## src/rtl/qpu_exu_oitf.sv

```systemverilog
// Outstanding-instruction tracking FIFO (OITF) for the QPU execution unit.
// It records long-pipe instructions in flight so dispatch can detect RAW/WAW
// register hazards and qubit-flag overlaps. A separate small FIFO (MOITF)
// tracks the qubit lists of measurements whose results have not returned.

`ifndef QPU_RFIDX_REAL_WIDTH
`define QPU_RFIDX_REAL_WIDTH 5
`endif
`ifndef QPU_QUBIT_NUM
`define QPU_QUBIT_NUM 6
`endif

module qpu_exu_oitf #(
  parameter int unsigned OITF_DEPTH  = 4,
  parameter int unsigned MOITF_DEPTH = 2,
  parameter int unsigned RFIDX_W     = `QPU_RFIDX_REAL_WIDTH,
  parameter int unsigned QUBIT_NUM   = `QPU_QUBIT_NUM
) (
  input  logic                 clk,
  input  logic                 rst_n,

  // Dispatch-side allocation and hazard query
  input  logic                 i_disp_oitf_ena,
  output logic                 o_disp_oitf_ready,
  input  logic                 i_disp_oitf_rs1en,
  input  logic                 i_disp_oitf_rs2en,
  input  logic                 i_disp_oitf_rdwen,
  input  logic                 i_disp_oitf_qfren,
  input  logic [RFIDX_W-1:0]   i_disp_oitf_rs1idx,
  input  logic [RFIDX_W-1:0]   i_disp_oitf_rs2idx,
  input  logic [RFIDX_W-1:0]   i_disp_oitf_rdidx,
  input  logic [QUBIT_NUM-1:0] i_disp_oitf_qubitlist,
  output logic                 o_oitfrd_match_disprs1,
  output logic                 o_oitfrd_match_disprs2,
  output logic                 o_oitfrd_match_disprd,
  output logic                 o_oitfqf_match_dispql,

  // Long-pipe writeback retire
  input  logic                 i_oitf_ret_ena,
  output logic                 o_oitf_ret_rdwen,
  output logic [RFIDX_W-1:0]   o_oitf_ret_rdidx,
  output logic [QUBIT_NUM-1:0] o_oitf_ret_qubitlist,
  output logic                 o_oitf_empty,

  // Measurement tracking; the pushed list is the dispatching qubit list
  input  logic                 i_disp_moitf_ena,
  output logic                 o_disp_moitf_ready,
  input  logic                 i_moitf_ret_ena,
  output logic [QUBIT_NUM-1:0] o_moitf_ret_qubitlist,
  output logic                 o_moitf_empty
);

  localparam int unsigned AW  = $clog2(OITF_DEPTH);
  localparam int unsigned MAW = $clog2(MOITF_DEPTH);

  // Pointers carry the index in the low bits and the wrap flag in the MSB, so
  // a plain increment moves DEPTH-1 -> 0 and toggles the flag in one step.
  localparam logic [AW:0]  PtrOne  = {{AW{1'b0}}, 1'b1};
  localparam logic [MAW:0] MPtrOne = {{MAW{1'b0}}, 1'b1};

  // ---------------------------------------------------------------------------
  // OITF storage and pointers
  // ---------------------------------------------------------------------------
  logic [OITF_DEPTH-1:0] r_valid;
  logic                  r_rdwen [OITF_DEPTH];
  logic                  r_qfren [OITF_DEPTH];
  logic [RFIDX_W-1:0]    r_rdidx [OITF_DEPTH];
  logic [QUBIT_NUM-1:0]  r_qlist [OITF_DEPTH];
  logic [AW:0]           r_alloc_ptr;
  logic [AW:0]           r_ret_ptr;

  logic [AW-1:0]         w_alloc_idx;
  logic [AW-1:0]         w_ret_idx;
  logic                  w_full;
  logic                  w_empty;
  logic                  w_alloc;
  logic                  w_ret;

  assign w_alloc_idx = r_alloc_ptr[AW-1:0];
  assign w_ret_idx   = r_ret_ptr[AW-1:0];
  assign w_empty     = (r_alloc_ptr == r_ret_ptr);
  assign w_full      = (w_alloc_idx == w_ret_idx) && (r_alloc_ptr[AW] != r_ret_ptr[AW]);

  // Ready depends on registered state only; a same-cycle retire does not free a slot.
  assign w_alloc = i_disp_oitf_ena && !w_full;
  assign w_ret   = i_oitf_ret_ena && !w_empty;

  assign o_disp_oitf_ready = !w_full;
  assign o_oitf_empty      = w_empty;

  // Allocate at the tail, retire from the head; both may fire in one cycle.
  always_ff @(posedge clk or negedge rst_n) begin
    if (!rst_n) begin
      r_valid     <= '0;
      r_alloc_ptr <= '0;
      r_ret_ptr   <= '0;
      for (int unsigned i = 0; i < OITF_DEPTH; i++) begin
        r_rdwen[i] <= 1'b0;
        r_qfren[i] <= 1'b0;
        r_rdidx[i] <= '0;
        r_qlist[i] <= '0;
      end
    end else begin
      if (w_alloc) begin
        r_valid[w_alloc_idx] <= 1'b1;
        r_rdwen[w_alloc_idx] <= i_disp_oitf_rdwen;
        r_qfren[w_alloc_idx] <= i_disp_oitf_qfren;
        r_rdidx[w_alloc_idx] <= i_disp_oitf_rdidx;
        r_qlist[w_alloc_idx] <= i_disp_oitf_qubitlist;
        r_alloc_ptr          <= r_alloc_ptr + PtrOne;
      end
      // Head and tail indices only coincide when empty (retire blocked) or
      // full (allocate blocked), so these two writes never collide.
      if (w_ret) begin
        r_valid[w_ret_idx] <= 1'b0;
        r_ret_ptr          <= r_ret_ptr + PtrOne;
      end
    end
  end

  // Head entry fields; meaningless while empty.
  assign o_oitf_ret_rdwen     = r_rdwen[w_ret_idx];
  assign o_oitf_ret_rdidx     = r_rdidx[w_ret_idx];
  assign o_oitf_ret_qubitlist = r_qlist[w_ret_idx];

  // ---------------------------------------------------------------------------
  // Hazard matching against registered valid entries (no allocate bypass)
  // ---------------------------------------------------------------------------
  logic w_hit_rs1;
  logic w_hit_rs2;
  logic w_hit_rd;
  logic w_hit_ql;

  // Scan every valid entry for register and qubit-list overlap.
  always_comb begin
    w_hit_rs1 = 1'b0;
    w_hit_rs2 = 1'b0;
    w_hit_rd  = 1'b0;
    w_hit_ql  = 1'b0;
    for (int unsigned i = 0; i < OITF_DEPTH; i++) begin
      if (r_valid[i] && r_rdwen[i]) begin
        if (r_rdidx[i] == i_disp_oitf_rs1idx) w_hit_rs1 = 1'b1;
        if (r_rdidx[i] == i_disp_oitf_rs2idx) w_hit_rs2 = 1'b1;
        if (r_rdidx[i] == i_disp_oitf_rdidx)  w_hit_rd  = 1'b1;
      end
      if (r_valid[i] && r_qfren[i] && |(r_qlist[i] & i_disp_oitf_qubitlist)) begin
        w_hit_ql = 1'b1;
      end
    end
  end

  assign o_oitfrd_match_disprs1 = w_hit_rs1 && i_disp_oitf_rs1en;
  assign o_oitfrd_match_disprs2 = w_hit_rs2 && i_disp_oitf_rs2en;
  assign o_oitfrd_match_disprd  = w_hit_rd  && i_disp_oitf_rdwen;
  assign o_oitfqf_match_dispql  = w_hit_ql  && i_disp_oitf_qfren;

  // ---------------------------------------------------------------------------
  // MOITF: qubit lists of outstanding measurements
  // ---------------------------------------------------------------------------
  logic [QUBIT_NUM-1:0] r_mlist [MOITF_DEPTH];
  logic [MAW:0]         r_mpush_ptr;
  logic [MAW:0]         r_mpop_ptr;

  logic [MAW-1:0]       w_mpush_idx;
  logic [MAW-1:0]       w_mpop_idx;
  logic                 w_mfull;
  logic                 w_mempty;
  logic                 w_mpush;
  logic                 w_mpop;

  assign w_mpush_idx = r_mpush_ptr[MAW-1:0];
  assign w_mpop_idx  = r_mpop_ptr[MAW-1:0];
  assign w_mempty    = (r_mpush_ptr == r_mpop_ptr);
  assign w_mfull     = (w_mpush_idx == w_mpop_idx) && (r_mpush_ptr[MAW] != r_mpop_ptr[MAW]);
  assign w_mpush     = i_disp_moitf_ena && !w_mfull;
  assign w_mpop      = i_moitf_ret_ena && !w_mempty;

  assign o_disp_moitf_ready    = !w_mfull;
  assign o_moitf_empty         = w_mempty;
  assign o_moitf_ret_qubitlist = r_mlist[w_mpop_idx];

  // Push measured qubit lists at the tail, pop on result return.
  always_ff @(posedge clk or negedge rst_n) begin
    if (!rst_n) begin
      r_mpush_ptr <= '0;
      r_mpop_ptr  <= '0;
      for (int unsigned i = 0; i < MOITF_DEPTH; i++) begin
        r_mlist[i] <= '0;
      end
    end else begin
      if (w_mpush) begin
        r_mlist[w_mpush_idx] <= i_disp_oitf_qubitlist;
        r_mpush_ptr          <= r_mpush_ptr + MPtrOne;
      end
      if (w_mpop) begin
        r_mpop_ptr <= r_mpop_ptr + MPtrOne;
      end
    end
  end

endmodule

```

## config.mk

```make
export PLATFORM = sky130hd
export DESIGN_NAME = qpu_exu_oitf
export DESIGN_NICKNAME = d
export VERILOG_FILES = /design/src/rtl/qpu_exu_oitf.sv
export SDC_FILE = /design/constraint.sdc
export NUM_CORES = 1
export LEC_CHECK = 0
export CAP_MARGIN = 40
export CORE_MARGIN = 5
export CORE_UTILIZATION = 55
export CTS_BUF_LIST = sky130_fd_sc_hd__clkbuf_8 sky130_fd_sc_hd__clkbuf_16
export DETAILED_ROUTE_END_ITERATION = 7
export PLACE_DENSITY_LB_ADDON = 0.3
export SYNTH_ARGS = -nofsm -noshare
export SYNTH_HDL_FRONTEND = slang
export SYNTH_SLANG_ARGS = --single-unit
export TNS_END_PERCENT = 5
```

## constraint.sdc

```tcl
create_clock -name clk -period 3.35 [get_ports clk]
set_clock_uncertainty 0.2 [all_clocks]
set_input_delay 1.005 -clock clk [delete_from_list [all_inputs] [get_ports clk]]
set_output_delay 1.005 -clock clk [all_outputs]
set_load 0.01 [all_outputs]
```

# Yosys cells after proc, flatten, opt, wreduce, memory -nomap -nowiden
# Cells that the tools add are included.
dict set report totals {
  out_inout_bits 26
  ramBits 0
  mem_bits_ro 0
  regBits 78
  latch_bits 0
  word_cells 159
  n_memories 0
  inputBits 31
}
dict set report classes {
  mux 59
  shift 0
  div_mod_pow 0
  reduce_logical 34
  order_cmp 10
  n_eq_ne 18
  mul 0
  bitwise_logic 11
  n_addsub 4
}
# cell n
set op_table {}
lappend op_table {{$eq A5 B5 Y1} 12}
lappend op_table {{$mux W6} 7}
lappend op_table {{$mux W1} 33}
lappend op_table {{$logic_and A1 B1 Y1} 26}
lappend op_table {{$and A6 B6 Y6} 4}
lappend op_table {{$bwmux W24} 1}
lappend op_table {{$reduce_or A6 Y1} 4}
lappend op_table {{$bwmux W20} 1}
lappend op_table {{$mux W5} 3}
lappend op_table {{$bmux W6 S2} 1}
lappend op_table {{$bwmux W12} 1}
lappend op_table {{$demux W6 S2} 1}
lappend op_table {{$bmux W5 S2} 1}
lappend op_table {{$demux W5 S2} 1}
lappend op_table {{$bwmux W4} 2}
lappend op_table {{$mux W4} 2}
lappend op_table {{$add A3 B1 Y3 const B} 2}
lappend op_table {{$demux W1 S2} 3}
lappend op_table {{$demux W6 S1} 1}
lappend op_table {{$ge A3 B3 Y1 const B} 2}
lappend op_table {{$lt A2 B3 Y1 const B} 2}
lappend op_table {{$not A2 Y3} 2}
lappend op_table {{$add A2 B1 Y2 const B} 2}
lappend op_table {{$and A4 B4 Y4} 1}
lappend op_table {{other kinds (13)} 21}

# Logic depth before layout (Yosys ltp)
# Gate-level depths: netlist of run 1.
dict set report depth {
  ltp_word 10
  depth_mapped 6
  mapped_depth_nobuf 4
}

# Least setup slack after synthesis of run 1
# No wires, ideal clock.
dict set report synth_timing {
  path_type {input to output}
  start {input i_disp_oitf_rdidx[4]}
  end {output o_oitfrd_match_disprd}
  stages 5
  path_slack_ps 181
  t_required_ps 2145
  path_buffers 1
  arrival_time_ps 1964
  cell_sequence {clkbuf_1 > xnor2_1 > nand4_1 > nor3_1 > o41a_1}
}
dict set report synth_between {
  elab_chain_cells 10
  elab_cells_between_ends 13
  classes_between {eq/ne: 4; mux: 8; reduce/logical: 1}
}
# element line_no
set synth_lines {}
lappend synth_lines {{start, declared} 31} ;# input logic [RFIDX_W-1:0] i_disp_oitf_rdidx,
lappend synth_lines {{$eq A5 B5 Y1} 144} ;# if (r_rdidx[i] == i_disp_oitf_rdidx) w_hit_rd = 1'b1;
lappend synth_lines {{$mux W1} 144}
lappend synth_lines {{$mux W1} 141} ;# if (r_valid[i] && r_rdwen[i]) begin
lappend synth_lines {{$mux W1} 144}
lappend synth_lines {{$mux W1} 141}
lappend synth_lines {{$mux W1} 144}
lappend synth_lines {{$mux W1} 141}
lappend synth_lines {{$mux W1} 144}
lappend synth_lines {{$mux W1 *} 141}
lappend synth_lines {{$logic_and A1 B1 Y1 *} 154} ;# assign o_oitfrd_match_disprd = w_hit_rd && i_disp_oitf_rdwen;
lappend synth_lines {{end, declared} 35} ;# output logic o_oitfrd_match_disprd,
# Mark *: on every way between the ends. The rest lies on a longest branch, timed or not.

# Worst setup path in the final report of run 1
dict set report layout_timing {
  start {input i_disp_oitf_rdidx[3]}
  end {output o_oitfrd_match_disprd}
}
# The elaborated chain is that of the path after synthesis.

==> metrics.log, run 1 <==
[metrics] vias in the first global route: 3352
[metrics] post-route cell area: 5560 µm²
[metrics] antenna fix cells: 0
[metrics] share of the synthesized area in the top cell type: 42.7%
[metrics] cell type with the largest total area after synthesis: sky130_fd_sc_hd__dfrtp_1
[metrics] cell count after synthesis: 358
[metrics] fraction of the yosys area taken by sequential cells: 42.7%
[metrics] number of iterations in the first detailed-routing pass: 4
[metrics] Cell Area, Placed: 5340 µm²
[metrics] total power divided by cell area: 1050 nW/µm²
[metrics] clock-pin transition on the worst setup and hold timing paths: 0.08 ns
[metrics] number of distinct standard cells referenced by the synthesized netlist: 30
[metrics] maximum clock frequency: 0.300 GHz
[metrics] Hold Vio Cnt, Final: 0
[metrics] final max-slew violation count: 0
[metrics] Yosys reg bits: 78
[metrics] commonest register cell after synthesis: sky130_fd_sc_hd__dfrtp_1
[metrics] capturing element type of the critical path: output pin
[metrics] capture point of the critical path: o_oitfrd_match_disprd
[metrics] clock net sink count: 78
[metrics] clock insertion delay at the later pin of the skew report: 0.35 ns
[metrics] layout-stage area growth over the synthesis result: 21.5%
[metrics] Num CTS Buffers: 9
[metrics] number of enable-type register cells in the synthesized netlist: 0
[metrics] Worst Hold Margin: 0.301 ns
[metrics] worst hold-check path type: flip-flop to flip-flop
[metrics] maximum number of pins on one net before global-route repair: 48
[metrics] count of cells along the worst hold path: 1
[metrics] Critical Path Start: i_disp_oitf_rdidx[3]
[metrics] warning count from the yosys run: 0
[metrics] DRC viols: 0
[metrics] antenna violations before repair: 0
[metrics] RSZ-0062 raised after global routing: yes
[metrics] wire length of the first global-routing pass: 17700 µm
[metrics] worst flop-to-flop path endpoint: r_qlist[20]
[metrics] netlist area before placement: 4570 µm²
[metrics] Synth async-reset ratio: 100%
[metrics] H-Tree Depth: 3
[metrics] weighted congestion reported at the end of routability-driven placement: 0.908
[metrics] # hold bufs at CTS: 0
[metrics] element type at the critical path start: primary input
[metrics] clock root buffer: sky130_fd_sc_hd__clkbuf_8
[metrics] startpoint of the worst-slack reg-to-reg timing path: r_alloc_ptr[1]
[metrics] measured slew at the worst slew-check pin: 0.663 ns
[metrics] syn nets: 397
[metrics] Period minus WS final: 3.33 ns
[metrics] Slew Limit Headroom: 55.6%
[metrics] maximum buffer depth of the clock tree: 2
[metrics] final routed wire length divided by cell count: 20.1 µm
[metrics] post-detailed-route via-to-cell ratio: 5.78
[metrics] depth of the most critical reg-to-reg path: 4
[metrics] Final Net Count: 465
[metrics] Total Routing Usage GR: 22.6%
[metrics] Setup Viol. Count Final: 0
[metrics] # port buffers: 56
[metrics] largest driver fanout on the critical path: 5
[metrics] core region area: 8180 µm²
[metrics] DRT antenna net count: 0
[metrics] final WL: 10800 µm
[metrics] row count: 33
[metrics] final standard cell utilization of the core: 68.0%
[metrics] cell with the most instances after synthesis: sky130_fd_sc_hd__dfrtp_1
[metrics] number of ports placed on the die boundary: 57
[metrics] detailed placement HPWL: 7720 µm
[metrics] number of DRC violations after detailed-routing iteration 0: 120
[metrics] setup fix buffers added after clock tree synthesis: 0
[metrics] GR Overflow Total: 0
[metrics] mean area per synthesized cell: 12.8 µm²
[metrics] data required time at the worst endpoint: 2.14 ns
[metrics] filler instances: 612
[metrics] worst endpoint data arrival time: 2.13 ns
[metrics] die width: 101 µm
[metrics] full die area: 10200 µm²
[metrics] top area cells in the synthesized netlist: sky130_fd_sc_hd__dfrtp_1 43%, sky130_fd_sc_hd__mux2_4 11%, sky130_fd_sc_hd__xnor2_1 10%
[metrics] number of vias after detailed routing: 3097
[metrics] WS Path Type: primary input to output pin
[metrics] fraction of the cycle the final worst path needs: 99.4%
[metrics] CTS tree: done
[metrics] height of the die: 101 µm
[metrics] count of maximum capacitance violations: 0
[metrics] Commonest cells post-synth: 78 x sky130_fd_sc_hd__dfrtp_1, 54 x sky130_fd_sc_hd__xnor2_1, 35 x sky130_fd_sc_hd__mux2_2, 35 x sky130_fd_sc_hd__mux2_4, 16 x sky130_fd_sc_hd__xor2_1
[metrics] share of final-layout standard cells stronger than drive strength 1: 39.4%
[metrics] run status: completed
[metrics] static leakage: 2.44 nW
[metrics] initial core utilization: 55.9%
[metrics] Max VDD drop: 0.676 mV
[metrics] reg-to-reg slack, setup: 1.24 ns
-- power breakdown --
part	internal (mW)	leakage (nW)	switching [mW]	total, mW
combinational	1.84	1.42	1.21	3.05
sequential	1.44	0.922	0.653	2.09
clock	0.362	0.0997	0.340	0.702
-- cell families after synthesis --
group	synth area share, %
muxes	26.0
buffers and inverters	4.08
AOI/OAI and AO/OA	5.77
adders and majority gates	2.19
xor gates and xnor gates	13.4
and+or+nand+nor	5.86
DFF	42.7
-- metal layers --
layer / vias to the layer above / share of wire [%] / global-route usage, %
met5: - / 0 / 0
li1: 1401 / - / -
met4: 0 / 2.8 / 9.41
met1: 1567 / 43 / 31.1
met2: 98 / 48 / 35.2
met3: 31 / 5.8 / 4.48
-- critical path, cell delays in order --
cell and delay [ns]:
sky130_fd_sc_hd__buf_2 0.15, sky130_fd_sc_hd__xnor2_1 0.14, sky130_fd_sc_hd__nand4_1 0.13, sky130_fd_sc_hd__nor3_2 0.06, sky130_fd_sc_hd__o41a_1 0.41, sky130_fd_sc_hd__clkdlybuf4s15_2 0.23
-- cells in the final DEF (no fill, tap or decap), types with 2 or more instances in the layout --
cell                              count
sky130_fd_sc_hd__dfrtp_1             77
sky130_fd_sc_hd__xnor2_1             53
sky130_fd_sc_hd__mux2_2              35
sky130_fd_sc_hd__mux2_4              35
sky130_fd_sc_hd__clkdlybuf4s50_1     30
sky130_fd_sc_hd__buf_4               21
sky130_fd_sc_hd__inv_1               16
sky130_fd_sc_hd__xor2_1              15
sky130_fd_sc_hd__nand2_1             13
sky130_fd_sc_hd__mux4_2              12
sky130_fd_sc_hd__a22oi_1             11
sky130_fd_sc_hd__clkbuf_2            11
sky130_fd_sc_hd__nand4_1             10
sky130_fd_sc_hd__clkbuf_8            10
sky130_fd_sc_hd__ha_1                 8
sky130_fd_sc_hd__buf_2                7
sky130_fd_sc_hd__clkdlybuf4s15_2      7
sky130_fd_sc_hd__a31oi_1              5
sky130_fd_sc_hd__nor3_1               5
sky130_fd_sc_hd__nor3_2               5
sky130_fd_sc_hd__nand3_1              5
sky130_fd_sc_hd__buf_6                5
sky130_fd_sc_hd__nand2_4              4
sky130_fd_sc_hd__a22oi_2              4
sky130_fd_sc_hd__o41a_1               3
sky130_fd_sc_hd__o21ai_0              3
sky130_fd_sc_hd__clkinvlp_4           2
-- repair_timing --
item,4_1_cts,5_1_grt
pin swaps,8,9
setup endpoints to repair,14,5
gates resized for setup,82,23
-- metrics by stage --
step / TNS, ns / instances / total power [mW] / setup slack [ns]
after global placement: -2.71 / 520 / 4.97 / -0.691
after global routing: -0.139 / 536 / 6.18 / -0.0448
after CTS: -0.113 / 536 / 5.84 / -0.0590
after floorplan: 0 / 358 / 3.97 / 0.181
final: 0 / 536 / 5.84 / 0.0195
after detailed placement: -2.85 / 520 / 5.08 / -0.731
-- final cells by class --
| type | count | area [µm²] | share of cell area (%) |
|---|---|---|---|
| sequential | 78 | 1950 | 35.1 |
| multi-input combinational | 240 | 2510 | 45.2 |
| inverter | 15 | 56.3 | 1.01 |
| clock buffer | 10 | 138 | 2.48 |
| timing repair buffer | 82 | 703 | 12.7 |
| clock inverter | 6 | 62.6 | 1.13 |
| tap | 105 | 131 | 2.36 |
-- registers in the layout, indices dropped and copies added, names as in the netlist --
signal and count:
r_alloc_ptr 3, r_rdwen 4, r_ret_ptr 3, r_mpush_ptr 2, r_valid 4, r_qfren 4, r_qlist 24, r_rdidx 20
r_mlist 12, r_mpop_ptr 2
-- how the worst min path moves through the flow --
stage                   startpoint              to  slack (ns)
floorplan            r_mpop_ptr[1]   r_mpop_ptr[1]        0.27
global placement     r_mpop_ptr[1]   r_mpop_ptr[1]        0.28
detailed placement      r_mlist[3]      r_mlist[3]        0.29
CTS                 r_mpush_ptr[1]  r_mpush_ptr[1]        0.31
global route        r_mpush_ptr[1]  r_mpush_ptr[1]        0.31
finish              r_mpush_ptr[1]  r_mpush_ptr[1]        0.30
Power figures use the tool's default switching activity.
==> inputs of run 2 (changes only) <==
Settings changed: CORE_MARGIN 5 to default, TNS_END_PERCENT 5 to 30.
==> metrics.log, run 2 (same netlist as run 1, synthesis figures left out) <==
[metrics] full die area: 8680 µm²
[metrics] fraction of the cycle the final worst path needs: 100%
[metrics] weighted congestion reported at the end of routability-driven placement: 0.883
[metrics] DRT antenna net count: 0
[metrics] maximum clock frequency: 0.298 GHz
[metrics] CTS tree: done
[metrics] GRT Max-Usage Layer: met2
[metrics] Slew Limit Headroom: 52.7%
[metrics] number of DRC violations after detailed-routing iteration 0: 200
[metrics] static leakage: 2.49 nW
[metrics] worst endpoint data arrival time: 2.15 ns
[metrics] core region area: 7890 µm²
[metrics] Max VDD drop: 0.663 mV
[metrics] filler instances: 561
[metrics] number of flip-flops in the largest register: 24
[metrics] clock root buffer: sky130_fd_sc_hd__clkbuf_8
[metrics] number of iterations in the first detailed-routing pass: 7
[metrics] Period minus WS final: 3.36 ns
[metrics] detailed placement HPWL: 7330 µm
[metrics] share of final-layout standard cells stronger than drive strength 1: 42.6%
[metrics] clock insertion delay at the later pin of the skew report: 0.35 ns
[metrics] Cell Area, Placed: 5330 µm²
[metrics] final WL: 10700 µm
[metrics] Final Net Count: 467
[metrics] final standard cell utilization of the core: 71.6%
[metrics] measured slew at the worst slew-check pin: 0.706 ns
[metrics] family with the most delay on the worst path: compound AO/OA/AOI/OAI gates
[metrics] commonest cells after routing, fill and taps aside: 78 x sky130_fd_sc_hd__dfrtp_1, 48 x sky130_fd_sc_hd__xnor2_1, 35 x sky130_fd_sc_hd__mux2_2, 35 x sky130_fd_sc_hd__mux2_4, 30 x sky130_fd_sc_hd__clkdlybuf4s50_1
[metrics] row count: 32
[metrics] Worst Hold Margin: 0.296 ns
[metrics] depth of the most critical reg-to-reg path: 5
[metrics] delay contributed by the slowest stage of the critical path: 0.41 ns
[metrics] reg-to-reg slack, setup: 1.17 ns
[metrics] number of ports placed on the die boundary: 57
[metrics] worst flop-to-flop path endpoint: r_rdidx[19]
[metrics] met1 usage in global routing: 38.4%
[metrics] area of combinational cells with multiple inputs: 2610 µm²
[metrics] Post-Place Cells: 517
[metrics] antenna violations before repair: 0
[metrics] final routed wire length divided by cell count: 20.0 µm
[metrics] HP Start: r_mpop_ptr[1]
[metrics] DRC viols: 0
[metrics] element type at the critical path start: primary input
[metrics] WS Path Type: primary input to output pin
[metrics] final max-slew violation count: 0
[metrics] layout-stage area growth over the synthesis result: 23.4%
[metrics] number of vias after detailed routing: 3114
[metrics] final worst-path setup slack: -0.00977 ns
[metrics] worst hold-check path type: flip-flop to flip-flop
[metrics] M2 GR Usage: 40.4%
[metrics] biggest regs: r_qlist (24), r_rdidx (20), r_mlist (12)
[metrics] Num CTS Buffers: 9
[metrics] count of cells along the worst hold path: 1
[metrics] cells traversed along the worst timing path: clkdlybuf4s15_2, xnor2_1, nand4_1, nor3_1, o41a_1, buf_2
[metrics] post-detailed-route via-to-cell ratio: 5.83
[metrics] stages on the worst setup path: 6
[metrics] clock-pin transition on the worst setup and hold timing paths: 0.08 ns
[metrics] Setup Viol. Count Final: 1
[metrics] total power divided by cell area: 1050 nW/µm²
[metrics] largest driver fanout on the critical path: 4
[metrics] maximum buffer depth of the clock tree: 2
[metrics] Hold Vio Cnt, Final: 0
[metrics] maximum number of pins on one net before global-route repair: 79
[metrics] count of maximum capacitance violations: 0
[metrics] die width: 93.2 µm
[metrics] startpoint of the worst-slack reg-to-reg timing path: r_ret_ptr[0]
[metrics] data required time at the worst endpoint: 2.14 ns
[metrics] clock net sink count: 78
[metrics] antenna fix cells: 0
[metrics] register containing the most flip-flops in the final layout: r_qlist
[metrics] leading cell type in the layout, fill and taps excluded: sky130_fd_sc_hd__dfrtp_1
[metrics] endpoint of the worst hold path: r_mpop_ptr[1]
[metrics] Power, Total: 5.93 mW
[metrics] cell with the biggest individual delay on the critical path: sky130_fd_sc_hd__o41a_1
[metrics] sequential cell area in the final layout: 1950 µm²
[metrics] failing checks: negative setup slack
[metrics] global-route track usage on met3: 5.61%
[metrics] accumulated negative setup slack: -0.00977 ns
[metrics] H-Tree Depth: 3
[metrics] height of the die: 93.2 µm
[metrics] wire length of the first global-routing pass: 17200 µm
[metrics] post-placement setup slack: -0.782 ns
[metrics] run status: finished with violations
[metrics] initial core utilization: 58.0%
[metrics] GR Overflow Total: 0
[metrics] post-route cell area: 5640 µm²
[metrics] WP buf/inv: 2
[metrics] # port buffers: 56
[metrics] final standard cell count with taps included and fillers excluded: 534
[metrics] capturing element type of the critical path: output pin
[metrics] RSZ-0062 raised after global routing: yes
[metrics] vias in the first global route: 3184
[metrics] Total Routing Usage GR: 26.6%
## run 2: worst max path at each step
stage / start / end / slack (ns)
finish: i_disp_oitf_rs2idx[3] / o_oitfrd_match_disprs2 / -0.01
global route: i_disp_oitf_rdidx[3] / o_oitfrd_match_disprd / -0.03
CTS: i_disp_oitf_qubitlist[0] / o_oitfqf_match_dispql / -0.02
detailed placement: i_disp_oitf_rdidx[1] / o_oitfrd_match_disprd / -0.78
global placement: i_disp_oitf_rdidx[1] / o_oitfrd_match_disprd / -0.77
floorplan: i_disp_oitf_rdidx[4] / o_oitfrd_match_disprd / 0.18
## run 2: power by group
group | switching (mW) | internal, mW
registers | 0.670 | 1.43
clock network | 0.339 | 0.400
logic | 1.21 | 1.88
## run 2: routing by layer
| metal | share of wire [%] | vias to the layer above |
|---|---|---|
| met5 | 0 | - |
| met4 | 1.4 | 0 |
| met3 | 6.4 | 13 |
| met2 | 48 | 107 |
| met1 | 45 | 1591 |
| li1 | - | 1403 |
## run 2: layout make-up
type                    instances  area share [%]
clock buffers                  12            2.93
clock inverters                 3           0.754
inverters                      15           0.998
multi-input cells             240            46.2
flip-flops and latches         78            34.6
well taps                     102            2.26
repair buffers                 84            12.2
## run 2: timing repair
item	in CTS	in global routing
cloned	0	0
setup buffers	3	0
pin swaps	14	14
resized for setup	92	41
hold buffers	0	0
endpoints found under the setup margin	5	5
## run 2: worst reg2reg max path, cell delays in order, from the launching register on
cell,delay [ns]
sky130_fd_sc_hd__dfrtp_1,0.39
sky130_fd_sc_hd__buf_4,0.20
sky130_fd_sc_hd__xnor2_2,0.20
sky130_fd_sc_hd__a31oi_4,0.42
sky130_fd_sc_hd__nand2_4,0.28
sky130_fd_sc_hd__mux2_4,0.37
